<file path="src/rtl/lsu_pkg.sv">
// Shared types and helpers for the load/store bus master: size encodings,
// FSM states, request latch layout, region match and lane formatting.
package lsu_pkg;

  localparam int unsigned DATA_W     = 32;
  localparam int unsigned BE_W       = 4;
  localparam int unsigned ADDR_MAX_W = 64;

  localparam logic [1:0] HB_BYTE = 2'b00;
  localparam logic [1:0] HB_HALF = 2'b01;
  localparam logic [1:0] HB_WORD = 2'b10;

  typedef enum logic [1:0] {
    ST_IDLE   = 2'd0,
    ST_ACCESS = 2'd1,
    ST_RESP   = 2'd2
  } state_e;

  typedef struct packed {
    logic       we;
    logic [1:0] hb;
    logic       ul;
    logic [1:0] off;
  } req_t;

  function automatic logic region_hit(input logic [ADDR_MAX_W-1:0] addr,
                                      input logic [ADDR_MAX_W-1:0] base,
                                      input logic [ADDR_MAX_W-1:0] mask);
    return (addr & mask) == base;
  endfunction

  function automatic logic misaligned(input logic [1:0] hb, input logic [1:0] off);
    logic res;
    res = 1'b1;
    case (hb)
      HB_BYTE: res = 1'b0;
      HB_HALF: res = off[0];
      HB_WORD: res = (off != 2'b00);
      default: res = 1'b1;
    endcase
    return res;
  endfunction

  function automatic logic [BE_W-1:0] byte_en(input logic [1:0] hb, input logic [1:0] off);
    logic [BE_W-1:0] res;
    res = 4'b1111;
    case (hb)
      HB_BYTE: res = 4'b0001 << off;
      HB_HALF: res = 4'b0011 << off;
      default: res = 4'b1111;
    endcase
    return res;
  endfunction

  function automatic logic [DATA_W-1:0] store_data(input logic [1:0] hb,
                                                   input logic [DATA_W-1:0] wd);
    logic [DATA_W-1:0] res;
    res = wd;
    case (hb)
      HB_BYTE: res = {4{wd[7:0]}};
      HB_HALF: res = {2{wd[15:0]}};
      default: res = wd;
    endcase
    return res;
  endfunction

  // Right-align the addressed lane, then sign- or zero-extend to 32 bits.
  function automatic logic [DATA_W-1:0] load_extend(input logic [1:0] hb, input logic ul,
                                                    input logic [DATA_W-1:0] word,
                                                    input logic [1:0] off);
    logic [DATA_W-1:0] sh;
    logic [DATA_W-1:0] res;
    sh  = word >> {off, 3'b000};
    res = sh;
    case (hb)
      HB_BYTE: res = ul ? {24'h0, sh[7:0]}   : {{24{sh[7]}}, sh[7:0]};
      HB_HALF: res = ul ? {16'h0, sh[15:0]}  : {{16{sh[15]}}, sh[15:0]};
      default: res = sh;
    endcase
    return res;
  endfunction

endpackage

</file>
<file path="src/rtl/lsu_addr_decode.sv">
// Address region decoder: one-hot hit vector where the lowest matching slot wins.
module lsu_addr_decode
  import lsu_pkg::*;
#(
  parameter int unsigned                  NUM_SLAVES = 3,
  parameter int unsigned                  ADDR_W     = 32,
  parameter logic [NUM_SLAVES*ADDR_W-1:0] SLV_BASE   = {32'h0002_0000, 32'h0001_0000, 32'h0000_0000},
  parameter logic [NUM_SLAVES*ADDR_W-1:0] SLV_MASK   = {32'hFFFF_FFF0, 32'hFFFF_F000, 32'hFFFF_F000}
) (
  input  logic [ADDR_W-1:0]     addr_i,
  output logic [NUM_SLAVES-1:0] hit_o,
  output logic                  any_hit_o
);

  logic [NUM_SLAVES-1:0] raw_hit;

  always_comb begin
    raw_hit = '0;
    for (int unsigned i = 0; i < NUM_SLAVES; i++) begin
      raw_hit[i] = region_hit(ADDR_MAX_W'(addr_i),
                              ADDR_MAX_W'(SLV_BASE[i*ADDR_W +: ADDR_W]),
                              ADDR_MAX_W'(SLV_MASK[i*ADDR_W +: ADDR_W]));
    end
  end

  // Isolate the lowest set bit so overlapping regions resolve to the lowest slot.
  assign hit_o     = raw_hit & (~raw_hit + NUM_SLAVES'(1));
  assign any_hit_o = |raw_hit;

endmodule

</file>
<file path="src/rtl/lsu_bus_master.sv">
// Multi-cycle load/store unit: req/ack slave bus with region decode,
// lane replication, load extension and misalign/unmapped/timeout errors.
module lsu_bus_master
  import lsu_pkg::*;
#(
  parameter int unsigned                  NUM_SLAVES = 3,
  parameter int unsigned                  ADDR_W     = 32,
  parameter logic [NUM_SLAVES*ADDR_W-1:0] SLV_BASE   = {32'h0002_0000, 32'h0001_0000, 32'h0000_0000},
  parameter logic [NUM_SLAVES*ADDR_W-1:0] SLV_MASK   = {32'hFFFF_FFF0, 32'hFFFF_F000, 32'hFFFF_F000},
  parameter int unsigned                  TIMEOUT    = 16
) (
  input  logic                         clk_i,
  input  logic                         rst_i,
  input  logic                         core_req_i,
  output logic                         core_ready_o,
  input  logic                         core_we_i,
  input  logic [1:0]                   core_hb_i,
  input  logic                         core_ul_i,
  input  logic [ADDR_W-1:0]            core_addr_i,
  input  logic [DATA_W-1:0]            core_wdata_i,
  output logic                         core_rvalid_o,
  output logic [DATA_W-1:0]            core_rdata_o,
  output logic                         core_err_o,
  output logic [NUM_SLAVES-1:0]        bus_cs_o,
  output logic [ADDR_W-1:0]            bus_addr_o,
  output logic                         bus_we_o,
  output logic [BE_W-1:0]              bus_be_o,
  output logic [DATA_W-1:0]            bus_wdata_o,
  input  logic [NUM_SLAVES*DATA_W-1:0] bus_rdata_i,
  input  logic [NUM_SLAVES-1:0]        bus_ack_i
);

  localparam int unsigned CNT_W = (TIMEOUT > 0) ? $clog2(TIMEOUT + 1) : 1;

  state_e                state_q, state_d;
  req_t                  req_q, req_d;
  logic [CNT_W-1:0]      cnt_q, cnt_d;
  logic                  ready_q, ready_d;
  logic                  rvalid_q, rvalid_d;
  logic                  err_q, err_d;
  logic [DATA_W-1:0]     rdata_q, rdata_d;
  logic [NUM_SLAVES-1:0] cs_q, cs_d;
  logic [ADDR_W-1:0]     baddr_q, baddr_d;
  logic                  bwe_q, bwe_d;
  logic [BE_W-1:0]       be_q, be_d;
  logic [DATA_W-1:0]     bwdata_q, bwdata_d;

  logic [NUM_SLAVES-1:0] hit;
  logic                  any_hit;
  logic                  req_err;
  logic                  sel_ack;
  logic                  timed_out;
  logic [DATA_W-1:0]     sel_rdata;

  lsu_addr_decode #(
    .NUM_SLAVES(NUM_SLAVES),
    .ADDR_W    (ADDR_W),
    .SLV_BASE  (SLV_BASE),
    .SLV_MASK  (SLV_MASK)
  ) u_decode (
    .addr_i   (core_addr_i),
    .hit_o    (hit),
    .any_hit_o(any_hit)
  );

  assign req_err   = misaligned(core_hb_i, core_addr_i[1:0]) || !any_hit;
  assign sel_ack   = |(bus_ack_i & cs_q);
  assign timed_out = (TIMEOUT != 0) && (cnt_q == CNT_W'(TIMEOUT - 1));

  always_comb begin
    sel_rdata = '0;
    for (int unsigned i = 0; i < NUM_SLAVES; i++) begin
      if (cs_q[i]) sel_rdata = sel_rdata | bus_rdata_i[DATA_W*i +: DATA_W];
    end
  end

  always_ff @(posedge clk_i or posedge rst_i) begin
    if (rst_i) state_q <= ST_IDLE;
    else       state_q <= state_d;
  end

  always_comb begin
    state_d = state_q;
    case (state_q)
      ST_IDLE:   if (core_req_i) state_d = req_err ? ST_RESP : ST_ACCESS;
      ST_ACCESS: if (sel_ack || timed_out) state_d = ST_RESP;
      ST_RESP:   state_d = ST_IDLE;
      default:   state_d = ST_IDLE;
    endcase
  end

  // Bus outputs default to 0 and are only held while the access is in flight.
  always_comb begin
    req_d    = req_q;
    cnt_d    = '0;
    ready_d  = (state_d == ST_IDLE);
    rvalid_d = 1'b0;
    err_d    = 1'b0;
    rdata_d  = '0;
    cs_d     = '0;
    baddr_d  = '0;
    bwe_d    = 1'b0;
    be_d     = '0;
    bwdata_d = '0;
    case (state_q)
      ST_IDLE: begin
        if (core_req_i) begin
          req_d.we  = core_we_i;
          req_d.hb  = core_hb_i;
          req_d.ul  = core_ul_i;
          req_d.off = core_addr_i[1:0];
          if (req_err) begin
            rvalid_d = 1'b1;
            err_d    = 1'b1;
          end else begin
            cs_d     = hit;
            baddr_d  = {core_addr_i[ADDR_W-1:2], 2'b00};
            bwe_d    = core_we_i;
            be_d     = byte_en(core_hb_i, core_addr_i[1:0]);
            bwdata_d = store_data(core_hb_i, core_wdata_i);
          end
        end
      end
      ST_ACCESS: begin
        if (sel_ack) begin
          rvalid_d = 1'b1;
          if (!req_q.we) rdata_d = load_extend(req_q.hb, req_q.ul, sel_rdata, req_q.off);
        end else if (timed_out) begin
          rvalid_d = 1'b1;
          err_d    = 1'b1;
        end else begin
          cnt_d    = cnt_q + CNT_W'(1);
          cs_d     = cs_q;
          baddr_d  = baddr_q;
          bwe_d    = bwe_q;
          be_d     = be_q;
          bwdata_d = bwdata_q;
        end
      end
      default: ;
    endcase
  end

  always_ff @(posedge clk_i or posedge rst_i) begin
    if (rst_i) begin
      req_q    <= '0;
      cnt_q    <= '0;
      ready_q  <= 1'b1;
      rvalid_q <= 1'b0;
      err_q    <= 1'b0;
      rdata_q  <= '0;
      cs_q     <= '0;
      baddr_q  <= '0;
      bwe_q    <= 1'b0;
      be_q     <= '0;
      bwdata_q <= '0;
    end else begin
      req_q    <= req_d;
      cnt_q    <= cnt_d;
      ready_q  <= ready_d;
      rvalid_q <= rvalid_d;
      err_q    <= err_d;
      rdata_q  <= rdata_d;
      cs_q     <= cs_d;
      baddr_q  <= baddr_d;
      bwe_q    <= bwe_d;
      be_q     <= be_d;
      bwdata_q <= bwdata_d;
    end
  end

  assign core_ready_o  = ready_q;
  assign core_rvalid_o = rvalid_q;
  assign core_err_o    = err_q;
  assign core_rdata_o  = rdata_q;
  assign bus_cs_o      = cs_q;
  assign bus_addr_o    = baddr_q;
  assign bus_we_o      = bwe_q;
  assign bus_be_o      = be_q;
  assign bus_wdata_o   = bwdata_q;

endmodule

</file>
<file path="config.mk">
export PLATFORM = sky130hd
export DESIGN_NAME = lsu_bus_master
export DESIGN_NICKNAME = d
export VERILOG_FILES = /design/src/rtl/lsu_pkg.sv /design/src/rtl/lsu_addr_decode.sv /design/src/rtl/lsu_bus_master.sv
export SDC_FILE = /design/constraint.sdc
export NUM_CORES = 1
export LEC_CHECK = 0
export ABC_AREA = 1
export CAP_MARGIN = 20
export CORE_UTILIZATION = 30
export DETAILED_ROUTE_END_ITERATION = 8
export PLACE_DENSITY = 0.6
export SYNTH_ARGS = -nofsm -noshare
export SYNTH_HDL_FRONTEND = slang
export SYNTH_SLANG_ARGS = --single-unit
</file>
<file path="constraint.sdc">
create_clock -name clk_i -period 6.6 [get_ports clk_i]
set_input_delay 0.66 -clock clk_i [delete_from_list [all_inputs] [get_ports clk_i]]
set_output_delay 0.66 -clock clk_i [all_outputs]
set_load 0.02 [all_outputs]
</file>
* Yosys cells after proc, flatten, opt, wreduce, memory -nomap -nowiden
Cells that the tools add are included.
W data, S select, Z words.
** Operators by class
- $add $sub $neg :: 2
- Equal/unequal tests :: 8
- Shifts and indexed selects :: 3
- Multiplexer cells :: 49
- Bitwise operators :: 5
- Reductions and logical operators :: 12
** Operators by type and width (number)
- $mux W32 :: 14
- $pmux W32 S2 :: 4
- $logic_not A64 Y1 :: 1
- $or A32 B32 Y32 :: 2
- $shr A32 B5 Y32 :: 1
- $eq A28 B14 Y1 const B :: 1
- $eq A20 B5 Y1 const B :: 1
- $mux W4 :: 4
- $pmux W4 S2 :: 2
- $mux W5 :: 3
- $mux W3 :: 4
- $mux W1 :: 9
- $logic_not A2 Y1 :: 4
- $and A3 B3 Y3 :: 2
- $eq A2 B1 Y1 const B :: 3
- $mux W2 :: 3
- $pmux W1 S2 :: 3
- $pmux W3 S2 :: 1
- $reduce_or A3 Y1 :: 2
- $add A5 B1 Y5 const B :: 1
- $eq A5 B4 Y1 const B :: 1
- $pmux W2 S2 :: 1
- $shl A1 B2 Y4 const A :: 1
- $shl A2 B2 Y4 const A :: 1
- 9 further kinds :: 10
** Storage, ports and cells
- Flip-flop bits (word level) :: 120
- Word-level logic and storage cells :: 94

* Depth between registers and ports, before layout
- Word-level depth :: 11
- Mapped depth :: 10
- Depth with buffers taken out :: 9

* By module
From an unflattened synthesis, not the netlist that was laid out.
** Second synthesis, totals
- Cell total of the unflattened synthesis :: 824
- Area total of the unflattened synthesis :: 6323.6 um^2
** Modules (own cells, without submodules)
- lsu_bus_master :: instances 1, cells each 781, area each 6140.9 um^2, sequential area each 2954.1 um^2
- lsu_addr_decode :: instances 1, cells each 43, area each 182.7 um^2, sequential area each 0.0 um^2

* Least setup slack after synthesis
Ideal clock, no wire load.
- Path type :: input port to flip-flop
- Start :: input core_addr_i[31]
- End :: register bwdata_q[16] (netlist: bus_wdata_o[16])
- Library setup time :: 0.074 ns
- Arrival time :: 1.601 ns
- Data required time :: 6.526 ns
- Path slack :: 4.925 ns
- Stages :: 8
- Path buffers :: 1
- Cell sequence :: nor2_1 -> nand2_1 -> nor3_4 -> nand2_2 -> nand2_4 -> nand2_4 -> buf_6 -> o21ai_2
** Between the ends
- Longest elaborated chain between the ends :: 7
- Elaborated cells on any way between the ends :: 9
- Those cells by class :: eq/ne (2); mux (3); reduce/logical (4)
** Ends and longest elaborated chain
- start, declared :: RTL line lsu_bus_master.sv:19 : input logic [ADDR_W-1:0] core_addr_i,
- $logic_not A64 Y1 (tied with other cells) :: RTL line lsu_pkg.sv:29 : return (addr & mask) == base;
- $reduce_or A3 Y1 (*) :: RTL line lsu_addr_decode.sv:28 : assign any_hit_o = |raw_hit;
- $logic_not A1 Y1 (*) :: RTL line lsu_bus_master.sv:66 : assign req_err = misaligned(core_hb_i, core_addr_i[1:0]) || !any_hit;
- $logic_or A1 B1 Y1 (*) :: RTL line lsu_bus_master.sv:66
- $mux W32 (*) :: RTL line lsu_bus_master.sv:112 : if (req_err) begin
- $mux W32 (*) :: RTL line lsu_bus_master.sv:107 : if (core_req_i) begin
- $pmux W32 S2 (*) :: RTL line lsu_bus_master.sv:105 : case (state_q)
- end signal, assigned :: RTL line lsu_bus_master.sv:168 : bwdata_q <= bwdata_d;
- end, declared :: RTL line lsu_bus_master.sv:46 : logic [DATA_W-1:0] bwdata_q, bwdata_d;
Mark *: on every way between the ends. The rest lies on a longest branch, timed or not.
A chain may end at the register's enable or synchronous reset.

* Worst setup path after layout
- Start :: input core_hb_i[1]
- End :: register baddr_q[7] (netlist: bus_addr_o[7])
** Between the ends
- Longest elaborated chain between the ends :: 6
- Elaborated cells on any way between the ends :: 8
- Those cells by class :: eq/ne (2); mux (4); reduce/logical (2)
** Ends and longest elaborated chain
- start, declared :: RTL line lsu_bus_master.sv:17 : input logic [1:0] core_hb_i,
- $eq A2 B2 Y1 (tied with other cells) :: RTL line lsu_pkg.sv:35 : case (hb)
- $pmux W1 S3 (*) :: RTL line lsu_pkg.sv:35
- $logic_or A1 B1 Y1 (*) :: RTL line lsu_bus_master.sv:66
- $mux W32 (*) :: RTL line lsu_bus_master.sv:112
- $mux W32 (*) :: RTL line lsu_bus_master.sv:107
- $pmux W32 S2 (*) :: RTL line lsu_bus_master.sv:105
- end signal, assigned :: RTL line lsu_bus_master.sv:165 : baddr_q <= baddr_d;
- end, declared :: RTL line lsu_bus_master.sv:43 : logic [ADDR_W-1:0] baddr_q, baddr_d;
Marks and branches as above.

==> summary.txt <==
Run status
  – Outcome: finished, final reports clean

STA
  – Setup TNS: 0 ns
  – Final Setup Violations: 0
  – Tmin final: 3.233 ns
  – Hold Fails Final Rpt: 0
  – Slack of the critical path: 3.367 ns
  – Transition time of the tightest slew-check pin: 0.8432 ns
  – RSZ-0062 raised after global routing: false
  – Slew Viols, Final: 0
  – Clock skew: 0.01040 ns
  – Rel. slew slack: 43.79%
  – Final Cycle Share: 48.99%
  – Fmax: 309.3 MHz

Power and ir drop
  – Clock power frac: 47.5%
  – Switch share: 25.65%
  – Maximum VDD drop: 0.0001603 V
  – Register share of total power: 40.3%
  – LEAKAGE: 4.244 nW
  – Pwr Density: 195.0 nW/um^2
  – Combinational power share: 12.2%
  – P_int: 1.380 mW
  – Sw Pwr: 0.4761 mW

Synthesis
  – Most frequent cells after synthesis: nand2_1, dfrtp_1, nor2_1, inv_1, nand3_1
  – Syn Area/Cell: 7.763 um^2
  – Post-synth top area share: 47.80%
  – Top-count cell post-synth: nand2_1
  – YS warnings: 0
  – Synth Register Bits: 118
  – Main area contributors after synthesis: dfrtp_1, nand2_1, nor2_1
  – Mapped Cells: 789
  – Top FF cell, synth: dfrtp_1
  – Async SR Flop Fraction: 100.0%
  – Yosys top cell by area: dfrtp_1
  – Post-Synthesis Cell Area: 6125 um^2
  – Synth unique cells: 39
  – Seq/Total Area, Yosys: 48.23%
  – EDFF count, synth: 0

Clock network
  – CTS root buf: clkbuf_16
  – CTS clk-pin slew, worst paths: 0.06 ns
  – # hold bufs at CTS: 0
  – CTS buffer count: 17
  – Clk sinks: 118
  – Clock Latency Late Sink: 0.41 ns
  – Post-CTS setup buffers: 0
  – H-Tree Depth: 4
  – CTS resizes: 0
  – Max clock buf depth: 2
  – TritonCTS clock tree: built

Critical path
  – CP max stage delay: 0.84 ns
  – Buf/Inv on CP: 1
  – CP required: 6.92 ns
  – Cell class contributing the biggest share of worst-path delay: simple AND/OR/NAND/NOR gates
  – CP max stage cell: clkdlybuf4s50_1
  – CP Max Fanout: 37
  – CP cell instances: clkdlybuf4s50_1, nor2_1, o21ai_1, nor2_4, nand2_4, a21boi_0
  – Critical path endpoint category: flip-flop
  – CP arrival: 3.55 ns
  – CP startpoint kind: input pin
  – CP Class: input pin to flip-flop

Die
  – FP Rows: 51
  – Die Footprint: 20,990 um^2
  – Die X: 144.9 um
  – Io pins: 277
  – Core Area: 19,720 um^2
  – Die Ht: 144.9 um
  – Initial Utilization: 31.06%

Placed design
  – Placement Setup Slack: 2.988 ns
  – Post-DP Area: 8956 um^2
  – Final Wtd Congestion: 0.8704
  – PortBufs: 274
  – DP HPWL: 15,230 um

GRT
  – First-pass GRT wire length: 31,820 um
  – GR Util All Layers: 20.07%
  – Global route total overflow: 0
  – Maximum number of pins on one net before global-route repair: 63
  – Vias in the first global route: 6,027
  – Initial antenna violation count: 0

Finish
  – Final #Nets: 1,213
  – Layout cells sized above 1: 8.634%
  – Finished Cell Area: 9520 um^2
  – Area delta synth->final: 55.44%
  – N_diodes: 0

Drt
  – Antenna viol nets, final: 0
  – Wirelength per Cell: 15.62 um
  – Routed vias/inst: 4.632
  – Drt pass-1 iters: 5
  – Vias post-DR: 6,110
  – DRC errors left: 0
  – Routed WL: 20,600 um
  – Drt initial violations: 358

Job
  – Max-cap violations: 0

Hold path
  – Hold crit path type: flip-flop to flip-flop
[cell type report]
cell class              count  area, um^2
flip-flops and latches    118        2954
fillers                  1966       10200
multi-input cells         567        2668
inverters                  60       230.2
well taps                 265       331.6
repair buffers            278        2773
clock inverters            13       125.1
clock buffers              18       439.2
[power groups by stage]
| stage | sequential, mW | clock (mW) | combinational [mW] |
|---|---|---|---|
| after floorplan | 0.749 | 0 | 0.107 |
| after global placement | 0.761 | 0 | 0.226 |
| after detailed placement | 0.761 | 0 | 0.227 |
| after CTS | 0.748 | 0.901 | 0.228 |
| after global routing | 0.750 | 0.937 | 0.250 |
| final | 0.748 | 0.882 | 0.226 |
[flip-flops by register name, indices dropped and copies added (netlist names)]
| register | flops |
|---|---|
| bus_wdata_o | 32 |
| bus_addr_o | 30 |
| cnt_q | 5 |
| req_q | 6 |
| core_err_o | 1 |
| bus_cs_o | 3 |
| bus_be_o | 4 |
| core_rvalid_o | 1 |
| core_rdata_o | 32 |
| bus_we_o | 1 |
| core_ready_o | 1 |
| state_q | 2 |
[metal layers]
layer,track usage [%],vias up,wire length [um]
li1,-,3017,-
met1,25.28,2831,8882
met2,33.17,234,9682
met3,5.265,28,1635
met4,6.870,0,401
met5,0,-,0
[stage by stage]
| stage | util, % | std cells | hold WS, ns | power [mW] |
|---|---|---|---|---|
| 3_5_place_dp | 45.42 | 1288 | 0.4577 | 0.9882 |
| 3_3_place_gp | 45.42 | 1288 | 0.4543 | 0.9872 |
| 4_1_cts | 48.28 | 1319 | 0.4649 | 1.877 |
| 5_1_grt | 48.28 | 1319 | 0.4884 | 1.938 |
| 2_1_floorplan | - | 790 | 0.4306 | 0.8559 |
| 6_report | 48.28 | 1319 | 0.4645 | 1.856 |
[layout by cell type (no fill, tap or decap), types with 2 or more instances in the layout]
master           netlist  routed
clkinvlp_4             0       4
nand2_4                2       2
nor2_2                 2       2
clkdlybuf4s50_1        0     274
a21oi_1               45      45
clkinv_2               0       2
o21bai_1               3       3
a21boi_1               2       2
nor3_1                 4       4
inv_1                 56      55
a21boi_0               3       3
nand2_1              252     252
nand3_2                3       3
inv_2                  3       3
nand4_1               10      10
nor2_4                 3       3
o211ai_1               3       3
clkinv_4               0       2
conb_1                 1       2
clkbuf_16              0      17
dfrtp_1              117     117
inv_4                  1       2
or2_2                  2       2
buf_4                 10       4
o21ai_0               42      42
o21ai_2               30      30
inv_6                  0       3
nand2_2                6       6
nand3_1               52      52
nor2_1                91      91
[cells by family (layout without fill, tap and decap cells)]
group | after synthesis | count (layout) | synth area share, %
and+or+nand+nor | 430 | 430 | 29.72
AOI/OAI and AO/OA | 132 | 132 | 13.22
DFF | 118 | 118 | 48.23
buffers and inverters | 105 | 369 | 8.274
xor gates and xnor gates | 2 | 2 | 0.2861
adders and majority gates | 1 | 1 | 0.2043
other | 1 | 2 | 0.06123
[final timing paths]
| kind | start | endpoint | slack (ns) | depth (start not counted) |
|---|---|---|---|---|
| worst max-delay path | core_hb_i[1] | bus_addr_o[7]$_DFFE_PP0P_ | 3.37 | 6 |
| worst min-delay path | cnt_q[0]$_DFF_PP0_ | cnt_q[0]$_DFF_PP0_ | 0.46 | 1 |
| worst max register to register | bus_cs_o[0]$_DFFE_PP0P_ | bus_addr_o[7]$_DFFE_PP0P_ | 4.08 | 9 |
| worst min register to register | cnt_q[0]$_DFF_PP0_ | cnt_q[0]$_DFF_PP0_ | 0.46 | 1 |
| max in group asynchronous | rst_i | bus_wdata_o[15]$_DFFE_PP0P_ | 4.61 | 3 |
| min in group asynchronous | rst_i | core_rdata_o[3]$_DFF_PP0_ | 0.77 | 2 |
No activity file was read; power rests on OpenSTA's default activity.
